### src/rtl/intro_pkg.sv
// Shared types and constants for the intro sweep/capture blocks.
package intro_pkg;

  typedef enum logic [2:0] {
    IDLE,
    DRIVE,
    SETTLE,
    SAMPLE,
    DONE
  } state_t;

  localparam int unsigned MISR_W = 16;
  localparam int unsigned VEC_W  = 4;
  localparam int unsigned CNT_W  = 4;

  localparam logic [MISR_W-1:0] POLY_DEFAULT = 16'h1021;
  localparam logic [MISR_W-1:0] SEED_DEFAULT = 16'hFFFF;

  // One MISR step: shift left, fold back the polynomial on MSB, xor in the 3-bit sample.
  function automatic logic [MISR_W-1:0] misr_next(
    input logic [MISR_W-1:0] sig,
    input logic [MISR_W-1:0] poly,
    input logic [2:0]        din
  );
    return {sig[MISR_W-2:0], 1'b0} ^ (sig[MISR_W-1] ? poly : '0) ^ {{(MISR_W-3){1'b0}}, din};
  endfunction

endpackage

### src/rtl/intro_misr.sv
// 16-bit multiple-input signature register with synchronous load and enable.
module intro_misr
  import intro_pkg::*;
#(
  parameter logic [MISR_W-1:0] POLY = POLY_DEFAULT
) (
  input  logic              clk,
  input  logic              reset,
  input  logic              load,
  input  logic [MISR_W-1:0] seed,
  input  logic              enable,
  input  logic [2:0]        din,
  output logic [MISR_W-1:0] sig
);

  // Signature register: load wins over enable.
  always_ff @(posedge clk) begin
    if (reset) begin
      sig <= '0;
    end else if (load) begin
      sig <= seed;
    end else if (enable) begin
      sig <= misr_next(sig, POLY, din);
    end
  end

endmodule

### src/rtl/intro_sweep_driver.sv
// Drives all 16 ABCD vectors, waits a settle time per vector and compresses XYZ into a MISR.
module intro_sweep_driver
  import intro_pkg::*;
#(
  parameter int unsigned       SETTLE_CYC = 4,
  parameter logic [MISR_W-1:0] SEED       = SEED_DEFAULT,
  parameter logic [MISR_W-1:0] POLY       = POLY_DEFAULT
) (
  input  logic              Clk,
  input  logic              Reset,
  input  logic              Start,
  output logic              A,
  output logic              B,
  output logic              C,
  output logic              D,
  input  logic              X,
  input  logic              Y,
  input  logic              Z,
  output logic              Busy,
  output logic              Done,
  output logic [MISR_W-1:0] Signature
);

  localparam logic [CNT_W-1:0] SETTLE_LAST = CNT_W'(SETTLE_CYC - 1);

  state_t           state, state_next;
  logic [VEC_W-1:0] vec;
  logic [CNT_W-1:0] cnt;
  logic             settle_end;
  logic             last_vec;
  logic             misr_load;
  logic             misr_en;

  assign settle_end = (cnt == SETTLE_LAST);
  assign last_vec   = (vec == '1);
  assign misr_load  = (state == IDLE) && Start;
  assign misr_en    = (state == SAMPLE);

  // State register.
  always_ff @(posedge Clk) begin
    if (Reset) begin
      state <= IDLE;
    end else begin
      state <= state_next;
    end
  end

  // Next-state and status outputs.
  always_comb begin
    state_next = state;
    Busy       = (state != IDLE);
    Done       = 1'b0;
    case (state)
      IDLE:    if (Start) state_next = DRIVE;
      DRIVE:   state_next = SETTLE;
      SETTLE:  if (settle_end) state_next = SAMPLE;
      SAMPLE:  state_next = last_vec ? DONE : DRIVE;
      DONE: begin
        Done       = 1'b1;
        state_next = IDLE;
      end
      default: state_next = IDLE;
    endcase
  end

  // Vector counter, settle counter and registered ABCD drive.
  always_ff @(posedge Clk) begin
    if (Reset) begin
      vec          <= '0;
      cnt          <= '0;
      {A, B, C, D} <= '0;
    end else begin
      case (state)
        IDLE: begin
          if (Start) begin
            vec <= '0;
            cnt <= '0;
          end
        end
        DRIVE: begin
          {A, B, C, D} <= vec;
          cnt          <= '0;
        end
        SETTLE:  cnt <= settle_end ? '0 : cnt + 1'b1;
        SAMPLE:  if (!last_vec) vec <= vec + 1'b1;
        default: ;
      endcase
    end
  end

  intro_misr #(
    .POLY(POLY)
  ) u_misr (
    .clk   (Clk),
    .reset (Reset),
    .load  (misr_load),
    .seed  (SEED),
    .enable(misr_en),
    .din   ({X, Y, Z}),
    .sig   (Signature)
  );

endmodule

### config.mk
export PLATFORM = sky130hd
export DESIGN_NAME = intro_sweep_driver
export DESIGN_NICKNAME = d
export VERILOG_FILES = /design/src/rtl/intro_pkg.sv /design/src/rtl/intro_misr.sv /design/src/rtl/intro_sweep_driver.sv
export SDC_FILE = /design/constraint.sdc
export NUM_CORES = 1
export LEC_CHECK = 0
export CELL_PAD_IN_SITES_DETAIL_PLACEMENT = 0
export CELL_PAD_IN_SITES_GLOBAL_PLACEMENT = 1
export CORE_UTILIZATION = 40
export CTS_CLUSTER_SIZE = 28
export DETAILED_ROUTE_END_ITERATION = 12
export PLACE_DENSITY = 0.85
export SLEW_MARGIN = 20
export SYNTH_ARGS = -nofsm -noshare
export SYNTH_HDL_FRONTEND = slang
export SYNTH_HIERARCHICAL = 1
export SYNTH_SLANG_ARGS = --single-unit
### constraint.sdc
create_clock -name Clk -period 2 [get_ports Clk]
set_clock_uncertainty 0.2 [all_clocks]
set_input_delay 0.4 -clock Clk [delete_from_list [all_inputs] [get_ports Clk]]
set_output_delay 0.4 -clock Clk [all_outputs]
set_load 0.005 [all_outputs]
# Word level (Yosys, flattened, before mapping)
# Cells that the tools add are included.
dict set report totals {
  reg_bits 31
  output_inout_bits 22
  inputBits 6
  word_cells 43
}
dict set report op_classes {
  bitwise 2
  n_eq_ne 9
  n_addsub 2
  reduce_logical 9
  muxes 13
}
# operator count
set op_table {}
lappend op_table {{$mux 16} 2}
lappend op_table {{$xor 16x16->16} 1}
lappend op_table {{$xor 16x3->16} 1}
lappend op_table {{$mux 13} 1}
lappend op_table {{$mux 4} 3}
lappend op_table {{$pmux 3 s4} 1}
lappend op_table {{$pmux 4 s3} 1}
lappend op_table {{$mux 3} 3}
lappend op_table {{$add 4x1->4 const B} 2}
lappend op_table {{$pmux 4 s2} 1}
lappend op_table {{$eq 3x2->1 const B} 2}
lappend op_table {{$ne 2x2->1 const B} 3}
lappend op_table {{$reduce_bool 3->1} 2}
lappend op_table {{$eq 4x2->1 const B} 1}
lappend op_table {{$eq 4x4->1 const B} 1}
lappend op_table {{$reduce_and 2->1} 2}
lappend op_table {{$reduce_bool 2->1} 2}
lappend op_table {{$eq 3x1->1 const B} 1}
lappend op_table {{$eq 3x3->1 const B} 1}
lappend op_table {{$logic_not 3->1} 1}
lappend op_table {{$reduce_and 3->1} 1}
lappend op_table {{$logic_and 1x1->1} 1}
lappend op_table {{$mux 1} 1}

# Longest topological paths before layout
# Gate-level depths: netlist (run 1).
dict set report logic_depth {
  depth_word 5
  mapped_depth 7
  ltp_nobuf 4
}

# Modules after synthesis
# The synthesis (run 1) kept the hierarchy.
# module seq_area_each_um2 n_inst cells_per_inst area_each_um2
set modules_own_cells {}
lappend modules_own_cells {intro_misr 320.3 1 78 837.1}
lappend modules_own_cells {intro_sweep_driver 300.3 1 83 792.0}

# Worst setup path before layout (run 1)
# No wires, ideal clock.
dict set report synth_path {
  kind {reg2reg}
  from {register state[0]}
  to {register u_misr.sig[0]}
  setup_time_ns 0.079
  required_time_ns 1.721
  n_path_buf 3
  arrival_time_ns 1.481
  synth_period_minus_slack_ns 1.760
  path_slack_ns 0.240
  path_stages_with_launch 7
  path_cell_list {dfxtp_1 buf_4 nor4b_4 buf_6 clkbuf_1 nand2_1 o221ai_2}
}
dict set report synth_between {
  elab_chain_len 3
  elab_cells_between_ends 5
  cone_classes {eq/ne: 1; mux: 1; reduce/logical: 3}
}
# element line_no
set synth_lines {}
lappend synth_lines {{start, declared} intro_sweep_driver.sv:26} ;# state_t state, state_next;
lappend synth_lines {{start signal, assigned} intro_sweep_driver.sv:44} ;# state <= state_next;
lappend synth_lines {{$logic_not 3->1 *} intro_sweep_driver.sv:36} ;# assign misr_load = (state == IDLE) && Start;
lappend synth_lines {{$logic_and 1x1->1 *} intro_sweep_driver.sv:36}
lappend synth_lines {{via misr_load} intro_sweep_driver.sv:31} ;# logic misr_load;
lappend synth_lines {{$mux 16 / $reduce_bool 2->1 (equally long branches)} n/a}
lappend synth_lines {{end signal, assigned} intro_misr.sv:23} ;# sig <= misr_next(sig, POLY, din);
lappend synth_lines {{end, declared} intro_misr.sv:13} ;# output logic [MISR_W-1:0] sig
# Mark *: on every way through the listed nets, which the timed path passes. The rest lies on a longest branch.
# A chain may end at the register's enable or synchronous reset.

# Worst setup path after layout (run 1)
dict set report layout_path {
  from {register state[0]}
  to {output Busy}
}
dict set report layout_between {
  elab_chain_len 1
}
# element line_no
set layout_lines {}
lappend layout_lines {{$reduce_bool 3->1} intro_sweep_driver.sv:51} ;# Busy = (state != IDLE);
lappend layout_lines {{end, declared} intro_sweep_driver.sv:19} ;# output logic Busy,
# No other way between the ends.

==> impl_metrics.toml, run 1 <==
[logic_synthesis]
yosys_warnings = 6
ys_ff_latch = 31
synth_edf_count = 0
syn_area_per_cell_um2 = 10.1
synth_top_flop_cell = "dfxtp_1"
ys_async_sr_fraction = 0
yosysTopAreaCellShare = 0.381
netlist_area_um2 = 1630
synthCells = 161
yosysTopAreaCell = "dfxtp_1"
synthTopCellsByArea = "dfxtp_1 (38%), mux2i_1 (9.2%), a211oi_1 (5.5%)"
synth.distinct_cells = 43
synth-seq-area-share = 0.381

[timing]
fmax_mhz = 528
finalHoldViolCount = 0
finalCriticalPeriod_ns = 1.89
rsz0062_at_grt = "false"
setup_viol = 0
period_share = 0.946
fin_tns_setup_ns = 0
slew_violations = 0
fin_ws_ns = 0.108
whs_ns = 0.282

[placement]
hpwl_mm = 2.52
gp_congestion = 0.741
numPortBuffers = 27
dp.cells = 254
dp_worst_setup_slack_ns = -0.0665
placedInstanceArea_um2 = 2060

[critical_path]
critPathArrivalTime_ns = 1.29
worstPathCellList = "or3_1 > dlygate4sd2_1"
cp.required_ns = 1.40
r2r_setup_slack_ns = 0.21
rr_endpoint = "u_misr/sig[13]"
worst-setup-path-type = "reg2out"
slowest_delay_ns = 0.38
crit_path_start_kind = "register"
worstRegToRegCells = 5
cpLargestDelayFamily = "flip-flops"
cp.buffers_inverters = 1
rr_startpoint = "state[0]"
cp_max_fo = 9
cp-end-kind = "output port"
crit_slowest_cell = "dfxtp_4"

[power_and_ir_drop]
leakagePower_nw = 0.798
total_power_mw = 2.06
peakVddDrop_uv = 526
powerDensity_nw_per_um2 = 956

[global_route]
overflow = 0
grt_pass1_wl_mm = 6.15
grt_max_degree = 23
grt_pass1_vias = 1409
grt_use_total = 0.185
antenna_found_initial = 0

[drt]
drt-initial-drc-count = 36
wl_met2_mm = 1.70
detail_route.wl_per_cell_um = 13.2
ant_nets = 0
wl_met3_um = 159
top_layer = "met4"
wl_met1_mm = 1.57
drc = 0
post_drt_via_cell_ratio = 5.16
drt_pass1_iterations = 4
via_count = 1352
wl_mm = 3.47

[clock_network]
clkLatencyLatePin_ns = 0.28
ctsRootBufferMaster = "clkbuf_8"
clockBufferDepth = 2
cts.htree.levels = 2
ctsHoldBuffers = 0
cts_tree = "done"
clkTransAtPathRegs_ns = 0.06
cts_sinks = 31
cts_buffers = 5

[cells_and_area]
fillerInstances = 326
final_common_cell = "dfxtp_1"
diodes = 0
finalNetCount = 221
final_util = 0.571
fin_cells = 262
final_cell_mix = "dfxtp_1 (28), clkdlybuf4s50_1 (25), conb_1 (16)"
area_growth_pct = 32.1
final_area_um2 = 2150
layout-drive-gt1-share = 0.187

[flow_run]
cap_violations = 0

[min_path]
worstHoldPathCells = 1
min_to = "state[1]"
worstHoldStart = "state[2]"
hold_class = "reg2reg"

[floorplan]
rows = 22
die-area_um2 = 4330
fp.dieH_um = 65.8
start_util = 0.432
die_w_um = 65.8
core_area_um2 = 3770
boundaryPins = 28

[status]
status = "complete, no violations"
==> worst max-delay path by stage <==
stage / start / endpoint / slack, ns / cells after the start
floorplan: state[0] / u_misr/sig[0] / 0.24 / 6
global placement: Start / u_misr/sig[6] / -0.009 / 5
detailed placement: Start / vec[2] / -0.07 / 6
CTS: state[0] / Done / 0.03 / 2
global route: state[0] / Busy / 0.04 / 2
finish: state[0] / Busy / 0.11 / 2
==> cells by family after synthesis <==
kind of cell,after synthesis,share of synthesized area
buffers and inverters,17,0.0622
and+or+nand+nor,51,0.223
other,1,0.00230
DFF,31,0.381
muxes,16,0.0991
xor gates and xnor gates,6,0.0323
adders and majority gates,2,0.0154
AOI/OAI and AO/OA,37,0.185
==> cells in the mapped netlist (all sizes together), types with 5 or more instances <==
master  instances
a211oi         13
mux2i          15
nand2           7
dfxtp          31
o221ai          5
inv             5
nor2            6
or4b            5
buf             7
nor2b          11
xnor2           6
o21ai           7
clkbuf          5
==> per-layer routing <==
layer  track usage  vias up
met5             0        -
met4        0.0707        0
met3        0.0621        6
met2         0.315       29
met1         0.212      638
li1              -      679
==> what timing repair did <==
| action | in CTS | in global routing |
|---|---|---|
| setup buffers | 0 | 0 |
| resized for setup | 6 | 1 |
| endpoints found under the setup margin | 2 | 1 |
==> registers in the layout, indices dropped and copies added, names as in the netlist <==
| name | flops |
|---|---|
| vec | 4 |
| B | 1 |
| u_misr/sig | 16 |
| C | 1 |
| state | 3 |
| D | 1 |
| cnt | 4 |
| A | 1 |
==> final cells by class <==
class                      instances  area [µm²]  area share
clock buffer                       7        76.3      0.0355
clock inverter                     1        5.00     0.00233
inverter                           5        18.8     0.00872
multi-input combinational        128         968       0.450
sequential                        31         627       0.291
tap                               48        60.1      0.0279
timing repair buffer              42         397       0.184
==> where the power goes <==
part           total [mW]  switching (mW)  internal [mW]
Sequential          0.826           0.107          0.719
Combinational       0.773           0.323          0.450
Clock               0.460           0.216          0.244
Total                2.06           0.646           1.41
(Power assumes the default switching activity.)
==> run 2: changes to the inputs <==
--- a/config.mk
+++ b/config.mk
@@ -7,10 +7,12 @@
 export LEC_CHECK = 0
 export CELL_PAD_IN_SITES_DETAIL_PLACEMENT = 0
 export CELL_PAD_IN_SITES_GLOBAL_PLACEMENT = 1
-export CORE_UTILIZATION = 40
+export CORE_UTILIZATION = 42
+export CTS_BUF_LIST = sky130_fd_sc_hd__clkbuf_8
 export CTS_CLUSTER_SIZE = 28
 export DETAILED_ROUTE_END_ITERATION = 12
-export PLACE_DENSITY = 0.85
+export PLACE_DENSITY = 0.88
+export SKIP_CTS_REPAIR_TIMING = 1
 export SLEW_MARGIN = 20
 export SYNTH_ARGS = -nofsm -noshare
 export SYNTH_HDL_FRONTEND = slang
==> run 2 against run 1 <==
  * Sequential share of layout area decreased by 0.26 points
  * Wire length increased by 4.9%
  * Clock power increased by 39%
  * Via count decreased by 0.37%
  * Worst setup slack improved by 0.052 ns
==> impl_metrics.toml, run 2 (same netlist as run 1, synthesis figures left out) <==
[cells_and_area]
area_growth_pct = 33.6
ff_latch_area_um2 = 628
fillerInstances = 346
top_regs = "u_misr/sig x16, cnt x4, vec x4"
finalNetCount = 221
largest_register = "u_misr/sig"
multiInputGateArea_um2 = 963
final_cell_mix = "dfxtp_1 (29), clkdlybuf4s50_1 (25), conb_1 (16)"
final_common_cell = "dfxtp_1"
largest_reg_flops = 16
layout-drive-gt1-share = 0.187
diodes = 0

[global_route]
overflow = 0
use_met3 = 0.0536
antenna_found_initial = 0
use_met2 = 0.361
grt_pass1_wl_mm = 6.38
grt_pass1_vias = 1402
top_usage_layer = "met2"
grt_max_degree = 20
met1_usage = 0.222
grt_use_total = 0.199

[timing]
period_share = 0.920
setup_viol = 0
finalCriticalPeriod_ns = 1.84
fmax_mhz = 544
finalHoldViolCount = 0
rsz0062_at_grt = "false"
fin_ws_ns = 0.160
slew_violations = 0

[power_and_ir_drop]
powerDensity_nw_per_um2 = 1030
switching_share = 0.300
power_frac_comb = 0.347
p_int_mw = 1.56
leakagePower_nw = 0.818
power_frac_clock = 0.287
total_power_mw = 2.23
p_seq_frac = 0.366
p_sw_mw = 0.670
peakVddDrop_uv = 872

[drt]
drt_pass1_iterations = 4
drt-initial-drc-count = 84
wl_mm = 3.64
drc = 0
ant_nets = 0
via_count = 1347
post_drt_via_cell_ratio = 5.14
detail_route.wl_per_cell_um = 13.9

[critical_path]
cp-end-kind = "output port"
critPathArrivalTime_ns = 1.24
worstPathCellList = "clkdlybuf4s50_1"
r2r_setup_slack_ns = 0.20
crit_slowest_cell = "clkdlybuf4s50_1"
cpLargestDelayFamily = "buffers and inverters"
cp.buffers_inverters = 1
crit_path_start_kind = "register"
worst-setup-path-type = "reg2out"
cp_max_fo = 3
slowest_delay_ns = 0.54
cp.required_ns = 1.40

[clock_network]
clkLatencyLatePin_ns = 0.28
cts_buffers = 5
cts_sinks = 31
clockBufferDepth = 2
cts_tree = "done"
clkTransAtPathRegs_ns = 0.07
ctsRootBufferMaster = "clkbuf_8"
cts.htree.levels = 2

[placement]
gp_congestion = 0.777
dp_worst_setup_slack_ns = -0.0862
hpwl_mm = 2.64
numPortBuffers = 27

[floorplan]
start_util = 0.442
die_w_um = 64.3
die-area_um2 = 4130
core_area_um2 = 3690
rows = 22
fp.dieH_um = 64.3
boundaryPins = 28

[status]
status = "complete, no violations"

[min_path]
hold_class = "reg2reg"

[flow_run]
cap_violations = 0
[run 2: path summary, 6_finish.rpt]
path                  from        endpoint  cells after the start
max          u_misr/sig[0]    Signature[0]                      1
min               state[2]        state[1]                      1
max reg2reg       state[1]  u_misr/sig[15]                      5
min reg2reg       state[2]        state[1]                      1
[run 2: per-layer routing]
metal	part of all wire	vias to the layer above
met2	0.52	30
met1	0.42	636
met4	0.0093	0
li1	-	677
met3	0.045	4
met5	0	-
[run 2: stage by stage]
step,util,cells,TNS [ns],instance area [µm²],hold slack (ns)
final,0.590,262,0,2180,0.278
after detailed placement,0.555,254,-0.826,2050,0.301
after CTS,0.586,262,-0.252,2160,0.319
after global placement,0.555,254,-0.0809,2050,0.288
after global routing,0.590,262,0,2180,0.293
after floorplan,-,176,0,1690,0.273
[run 2: layout make-up]
type,count,area share
clock buffer,6,0.0380
sequential,31,0.289
tap,48,0.0276
inverter,5,0.00863
clock inverter,2,0.0161
multi-input combinational,128,0.443
timing repair buffer,42,0.178
[run 2: power groups by stage]
stage | combinational (mW) | sequential (mW) | clock [mW]
floorplan | 0.498 | 0.806 | 0
global placement | 0.756 | 0.820 | 0
detailed placement | 0.777 | 0.823 | 0
CTS | 0.783 | 0.815 | 0.659
global route | 0.849 | 0.833 | 0.692
finish | 0.775 | 0.817 | 0.640
